--- src/rtl/hazard_scoreboard.sv ---
// Per-register hazard scoreboard: counts down the cycles until each in-flight
// destination becomes forwardable and drives decode stall / flush / ID-EX bubble.
module hazard_scoreboard #(
  parameter int unsigned NREG    = 32,
  parameter int unsigned AW      = 5,
  parameter int unsigned MAX_LAT = 7,
  parameter int unsigned LATW    = 3,
  parameter int unsigned FWD_EN  = 1,
  parameter int unsigned WB_LAT  = 3,
  parameter int unsigned CNTW    = 32
) (
  input  logic            clk,
  input  logic            rst,
  input  logic            id_valid,
  input  logic [AW-1:0]   id_rs1_addr,
  input  logic [AW-1:0]   id_rs2_addr,
  input  logic            id_rs1_used,
  input  logic            id_rs2_used,
  input  logic [AW-1:0]   id_rd_addr,
  input  logic            id_rd_we,
  input  logic [LATW-1:0] id_lat,
  input  logic            ex_pc_src,
  input  logic            ext_freeze,
  output logic            stall,
  output logic            flush_if_id,
  output logic            idex_bubble,
  output logic [CNTW-1:0] stall_cnt,
  output logic [CNTW-1:0] flush_cnt
);

  localparam logic [LATW-1:0] MAX_LAT_V = LATW'(MAX_LAT);
  localparam logic [LATW-1:0] WB_LAT_V  = LATW'(WB_LAT);
  localparam logic [LATW-1:0] ONE_V     = LATW'(1);

  logic [LATW-1:0] cnt     [NREG];
  logic [LATW-1:0] cnt_nxt [NREG];

  logic            haz1;
  logic            haz2;
  logic            issue;
  logic            do_load;
  logic [LATW-1:0] lat_clamped;
  logic [LATW-1:0] lat_src;
  logic [LATW:0]   lat_sum;
  logic [LATW-1:0] load_val;

  // Load value carries +1 for the ID->EX transfer, saturated to the counter range.
  always_comb begin
    lat_clamped = (id_lat > MAX_LAT_V) ? MAX_LAT_V : id_lat;
    lat_src     = (FWD_EN != 0) ? lat_clamped : WB_LAT_V;
    lat_sum     = {1'b0, lat_src} + 1'b1;
    load_val    = lat_sum[LATW] ? '1 : lat_sum[LATW-1:0];
  end

  // A count of 1 is forwardable into the coming EX cycle, so only >1 blocks.
  always_comb begin
    haz1        = id_valid & id_rs1_used & (id_rs1_addr != '0) & (cnt[id_rs1_addr] > ONE_V);
    haz2        = id_valid & id_rs2_used & (id_rs2_addr != '0) & (cnt[id_rs2_addr] > ONE_V);
    stall       = ~rst & (haz1 | haz2) & ~ex_pc_src;
    flush_if_id = ~rst & ex_pc_src;
    idex_bubble = stall | flush_if_id;
    issue       = id_valid & ~stall & ~ex_pc_src & ~ext_freeze;
    do_load     = issue & id_rd_we;
  end

  always_comb begin
    cnt_nxt[0] = '0;
    for (int unsigned r = 1; r < NREG; r++) begin
      if (do_load && (id_rd_addr == AW'(r))) begin
        cnt_nxt[r] = load_val;
      end else if (cnt[r] != '0) begin
        cnt_nxt[r] = cnt[r] - 1'b1;
      end else begin
        cnt_nxt[r] = '0;
      end
    end
  end

  always_ff @(posedge clk) begin
    if (rst) begin
      cnt       <= '{default: '0};
      stall_cnt <= '0;
      flush_cnt <= '0;
    end else if (!ext_freeze) begin
      cnt <= cnt_nxt;
      if (stall && (stall_cnt != '1)) begin
        stall_cnt <= stall_cnt + 1'b1;
      end
      if (ex_pc_src && (flush_cnt != '1)) begin
        flush_cnt <= flush_cnt + 1'b1;
      end
    end
  end

endmodule
--- config.mk ---
export PLATFORM = sky130hd
export DESIGN_NAME = hazard_scoreboard
export DESIGN_NICKNAME = d
export VERILOG_FILES = /design/src/rtl/hazard_scoreboard.sv
export SDC_FILE = /design/constraint.sdc
export NUM_CORES = 1
export LEC_CHECK = 0
export ABC_CLOCK_PERIOD_IN_PS = 4100
export BUFFER_PORTS_ARGS = -buffer_cell sky130_fd_sc_hd__buf_4
export CAP_MARGIN = 20
export CORE_MARGIN = 1.5
export CORE_UTILIZATION = 60
export CTS_BUF_LIST = sky130_fd_sc_hd__clkbuf_4 sky130_fd_sc_hd__clkbuf_8 sky130_fd_sc_hd__clkbuf_16
export DETAILED_ROUTE_END_ITERATION = 7
export PLACE_DENSITY = 0.79
export RECOVER_POWER = 100
export SYNTH_ARGS = -nofsm -noshare
export SYNTH_HDL_FRONTEND = slang
export SYNTH_SLANG_ARGS = --single-unit
--- constraint.sdc ---
create_clock -name clk -period 4.1 [get_ports clk]
set_input_delay 1.025 -clock clk [delete_from_list [all_inputs] [get_ports clk]]
set_output_delay 1.025 -clock clk [all_outputs]
set_load 0.02 [all_outputs]
---- Yosys cells after proc, flatten, opt, wreduce, memory -nomap -nowiden ----
Index checks and enable logic that the tools add are counted.
storage, ports and cells
  register bits after elaboration ......... 157
  word-level logic and storage cells ...... 264
  output and inout port bits .............. 67
  input port bits ......................... 26
cells by class
  multiplexer cells ....................... 70
  $lt $le $gt $ge ......................... 5
  reductions and logical operators ........ 68
  add/sub/neg operators ................... 34
  equality and inequality tests ........... 33
  bitwise operators ....................... 21
operator list
  kind                     count
  $mux W3                  68
  $reduce_bool A3 Y1       31
  $sub A3 B1 Y3 const B    31
  $eq A5 B5 Y1 const B     16
  $add A32 B1 Y32 const B  2
  $ne A32 B32 Y1 const B   2
  $eq A5 B4 Y1 const B     8
  $logic_and A1 B1 Y1      33
  $bmux W3 S5              2
  $eq A5 B3 Y1 const B     4
  $and A1 B1 Y1            13
  $ge A6 B6 Y1 const B     2
  $not A5 Y6               2
  $eq A5 B2 Y1 const B     2
  $reduce_bool A5 Y1       2
  $gt A3 B1 Y1 const B     2
  $eq A5 B1 Y1 const B     1
  $add A3 B1 Y4 const B    1
  $not A1 Y1               4
  $reduce_and A2 Y1        2
  $gt A3 B3 Y1 const B     1
  $or A1 B1 Y1             2

---- Depth between registers and ports, before layout ----
  word-level depth ........................ 16
  depth in mapped cells ................... 13
  mapped depth without buffers ............ 9

---- Worst setup path after synthesis ----
No wires, ideal clock.
  path type ............................... input -> output
  start point ............................. in id_rs1_addr[0]
  end point ............................... out idex_bubble
  stages on the path ...................... 10
  slack ................................... 0.154 ns
  arrival ................................. 2.921 ns
  data required time ...................... 3.075 ns
  buffers on the path ..................... 3
  cell sequence ........................... buf_6 > or3_1 > o311a_1 > o31ai_2 > a21oi_1 > o31a_4 > nor2_8 > buf_6 > buf_4 > o21ai_0
between the ends
  longest elaborated chain between the ends .. 10
  elaborated cells on any way between the ends .. 12
  those cells by class .................... order compare: 1; mux: 3; bitwise: 7; reduce/logical: 1
RTL lines
  element                                      RTL line  source
  from (decl)                                  15        input logic [AW-1:0] id_rs1_addr,
  $not A5 Y6 (not written as such)             57        haz1 = id_valid & id_rs1_used & (id_rs1_addr != '0) & (cnt[id_rs1_addr] > ONE_V);
  $bmux W3 S5                                  57
  $mux W3 (not written as such) (2 in series)  57
  $gt A3 B1 Y1                                 57
  $and A1 B1 Y1 *                              57
  $or A1 B1 Y1 *                               59        stall = ~rst & (haz1 | haz2) & ~ex_pc_src;
  $and A1 B1 Y1 * (2 in series)                59
  $or A1 B1 Y1 *                               61        idex_bubble = stall | flush_if_id;
  to (decl)                                    26        output logic idex_bubble,
Every way passes the cells marked *; elsewhere a longest branch is shown, timed or not. The select of a mux whose other input is x is not followed.

---- Worst setup path in the final report ----
Ends and elaborated chain as after synthesis.

==> impl_metrics.csv <==
group,metric,value,unit
cells_and_area,layout.nets,1430,
critical_path,cpMaxStageDelayCell,"mux4_2",
global_routing,grt_use_total,33.2,%
place,gp_congestion,0.959,
critical_path,crit_fanout,10,
logic_synthesis,yosysSeqAreaShare,31.3,%
logic_synthesis,ys.flop_type,"dfxtp_1",
critical_path,crit_path_max_incr_delay,0.53,ns
cells_and_area,antenna_cells,0,
logic_synthesis,netlist-cell-type-count,68,
logic_synthesis,synth_edf_count,0,
cells_and_area,fin_util,67.5,%
cts,clock_path_buffers,2,
routing,drc_errors,0,
floorplan,dieArea,17500,sq um
pwr,p_leak,4.27,nW
critical_path,critPathLaunchType,"input port",
logic_synthesis,synthAdderAreaFrac,8.11,%
critical_path,reg2reg_slack,0.66,ns
logic_synthesis,syn-num-nets,1374,
logic_synthesis,avgSynthCellArea,7.82,sq um
min_path,min_from,"cnt[70]",
routing,ant_nets,0,
cts,cts_setup_buffers,0,
min_path,hold_path_class,"register to register",
logic_synthesis,yosys_warnings,0,
logic_synthesis,synth_cells,1283,
routing,num_vias,9898,
pwr,power_frac_comb,12.9,%
cts,cts_hold_buffers,0,
critical_path,cp-startpoint,"id_rs1_addr[0]",
floorplan,die_y,132,um
pwr,power_frac_seq,43.7,%
timing,setup-tns-final,0,ns
logic_synthesis,yosys_register_bits,157,
place,io_buffers,92,
logic_synthesis,synth_top_area_cell,"dfxtp_1",
timing,hold_viol_final,0,
routing,drt-vias-per-instance,6.30,
timing,setup_viol,0,
pwr,switching_power,0.00107,W
routing,wl_per_cell,18.8,um
global_routing,grt_max_degree,70,
timing,drv_slew,0,
logic_synthesis,async_flop_share,0,%
logic_synthesis,syn_area,10000,sq um
cells_and_area,final_layout_size_suffix_gt1_share,8.43,%
floorplan,fp-row-count,47,
global_routing,grt_overflow,0,
pwr,switching_share,28.6,%
cts,clkLatencyLatePin,0.43,ns
cells_and_area,area_growth,10.8,%
pwr,internal_power,0.00267,W
logic_synthesis,synth_area_leaders,"dfxtp_1 (31%), ha_1 (8.1%), nor2_1 (6.9%)",
timing,fin_crit_sh,93.0,%
flow_run,cap_violations,0,
global_routing,grt_pass1_wl,46.8,mm
critical_path,r2r-start,"cnt[70]",
status,status,"finished clean",
cts,cts_resized,0,
logic_synthesis,synth-xor-area-share,3.32,%
floorplan,io_pins,93,
routing,first_pass_iters,5,
floorplan,initial_utilization,60.9,%
critical_path,cp.required,3.07,ns
global_routing,antenna_found_initial,0,
pwr,powerDensity,337,nW/um^2
timing,min_period,3.81,ns
critical_path,worstPathArrival,2.79,ns
place,dp_hpwl,20.3,mm
critical_path,worstSetupPathType,"input port to output pin",
floorplan,core_area,16500,sq um
critical_path,crit_chain,"buf_4, inv_2, mux4_2, o211ai_1, and3_1, o31a_4, nor2_8, o21ai_0, clkbuf_1",
cells_and_area,fill_cells,1484,
timing,worstMarginPinSlew,1.13,ns
cts,cts_sinks,157,
critical_path,crit_path_end_kind,"output pin",
cts,clkTransAtPathRegs,0.06,ns
logic_synthesis,muxShareOfSynthArea,3.13,%
pwr,ir_worst_vdd,0.318,mV
cts,cts_buffers,17,
timing,finClkSkew,0.00847,ns
cts,cts-root-buf,"clkbuf_16",
cts,cts_tree,"done",
timing,relSlewSlack,24.2,%
routing,dr.first_iter.drc_count,670,
logic_synthesis,synth_top_family_by_area,"simple AND/OR/NAND/NOR gates",
logic_synthesis,synthDominantCellAreaShare,31.3,%
logic_synthesis,synth_compound_area_share,23.5,%
timing,max_freq,262,MHz
cts,cts-htree-levels,4,
timing,rsz0062_at_grt,"false",
routing,wl,29.6,mm
pwr,pwr-share-clk,43.4,%
global_routing,grt_pass1_vias,9222,
logic_synthesis,synth_simple_gate_area_share,23.6,%
floorplan,die_w,132,um
Yosys cell counts, types with 6 or more instances:
| library cell | count |
|---|---|
| nand4_1 | 19 |
| mux4_2 | 8 |
| and2_1 | 9 |
| or3_1 | 9 |
| a311o_1 | 8 |
| o21ai_0 | 61 |
| buf_2 | 10 |
| xnor2_1 | 11 |
| nand2b_1 | 6 |
| nor2b_1 | 18 |
| a311oi_1 | 16 |
| nor3_1 | 29 |
| buf_6 | 8 |
| dfxtp_1 | 157 |
| ha_1 | 65 |
| inv_1 | 76 |
| o211a_1 | 13 |
| and3_1 | 19 |
| a221oi_1 | 20 |
| and4_1 | 6 |
| o211ai_1 | 35 |
| nand2_1 | 147 |
| mux2_2 | 11 |
| clkbuf_1 | 62 |
| o31ai_1 | 26 |
| o21a_1 | 6 |
| xor2_1 | 27 |
| nor4_1 | 8 |
| a221o_1 | 8 |
| o2111ai_1 | 6 |
| o311a_1 | 8 |
| nor2_1 | 184 |
| nand3_1 | 42 |
| a21oi_1 | 61 |
| a211oi_1 | 28 |
power by group through the flow:
stage / clock (W) / combinational (W) / sequential [W]
floorplan: 0 / 0.000342 / 0.00166
global placement: 0 / 0.000468 / 0.00167
detailed placement: 0 / 0.000478 / 0.00167
CTS: 0.00163 / 0.000481 / 0.00164
global route: 0.00170 / 0.000530 / 0.00164
finish: 0.00162 / 0.000483 / 0.00164
per-layer routing:
| metal | routed length [um] | part of all wire, % | track usage, % | vias up |
|---|---|---|---|---|
| li1 | - | - | - | 4690 |
| met1 | 12200 | 41 | 40.8 | 4654 |
| met2 | 13800 | 47 | 55.8 | 451 |
| met3 | 2340 | 7.9 | 6.07 | 103 |
| met4 | 1290 | 4.3 | 16.8 | 0 |
| met5 | 0 | 0 | 0 | - |
final cells by class:
class                   instances  area (sq um)  area share (%)
well taps                     220           275            2.48
repair buffers                123           636            5.72
inverters                      78           293            2.63
multi-input cells             962          6170            55.5
clock inverters                14           154            1.38
clock buffers                  18           439            3.95
flip-flops and latches        157          3140            28.3
worst max-delay path: cells and delay by family:
kind / cells / cell delay [ns]
AO/OA/AOI/OAI: 3 / 0.41
buffers and inverters: 3 / 0.56
multiplexers: 1 / 0.53
AND/OR/NAND/NOR: 2 / 0.25
flip-flops by register name (all words and copies together), names as in the netlist:
signal / flops
flush_cnt: 32
cnt: 93
stall_cnt: 32
metrics by stage:
| stage | power [W] | setup slack, ns | hold slack [ns] | instances | cell area (sq um) |
|---|---|---|---|---|---|
| after global routing | 0.00387 | 0.130 | 0.536 | 1572 | 11100 |
| after floorplan | 0.00200 | 0.154 | 0.477 | 1283 | 10000 |
| after global placement | 0.00214 | 0.324 | 0.491 | 1540 | 10800 |
| after CTS | 0.00375 | 0.334 | 0.505 | 1572 | 11400 |
| final | 0.00375 | 0.287 | 0.503 | 1572 | 11100 |
| after detailed placement | 0.00215 | 0.336 | 0.499 | 1540 | 10800 |
cell usage in the layout, fill, tap and decap left out, drive strengths merged, types with 13 or more instances in the layout:
master  synthesis  routed
and3           19      19
nand4          19      19
nand3          42      42
o31ai          27      27
a211oi         28      28
a21oi          61      61
a311oi         16      16
nor3           34      34
xor2           27      27
dfxtp         157     157
buf            24      46
inv            78      85
a221oi         21      21
ha             65      65
o211a          13      13
o21ai          62      62
nor2          185     185
nand2         148     148
o211ai         36      36
nor2b          18      18
clkbuf         62      95
logic make-up (layout without fill, tap and decap cells):
| kind of cell | count (synthesis) | in the layout |
|---|---|---|
| xor+xnor | 38 | 38 |
| flops | 157 | 157 |
| simple gates | 514 | 514 |
| buf+inv | 164 | 233 |
| compound gates | 325 | 325 |
| fa+ha+maj | 65 | 65 |
| mux | 20 | 20 |
worst paths after layout:
path,endpoint,depth (start not counted)
worst max-delay path,idex_bubble,9
worst min-delay path,cnt[70],2
worst max register to register,cnt[69],10
worst min register to register,cnt[70],2
(Power assumes the default switching activity.)
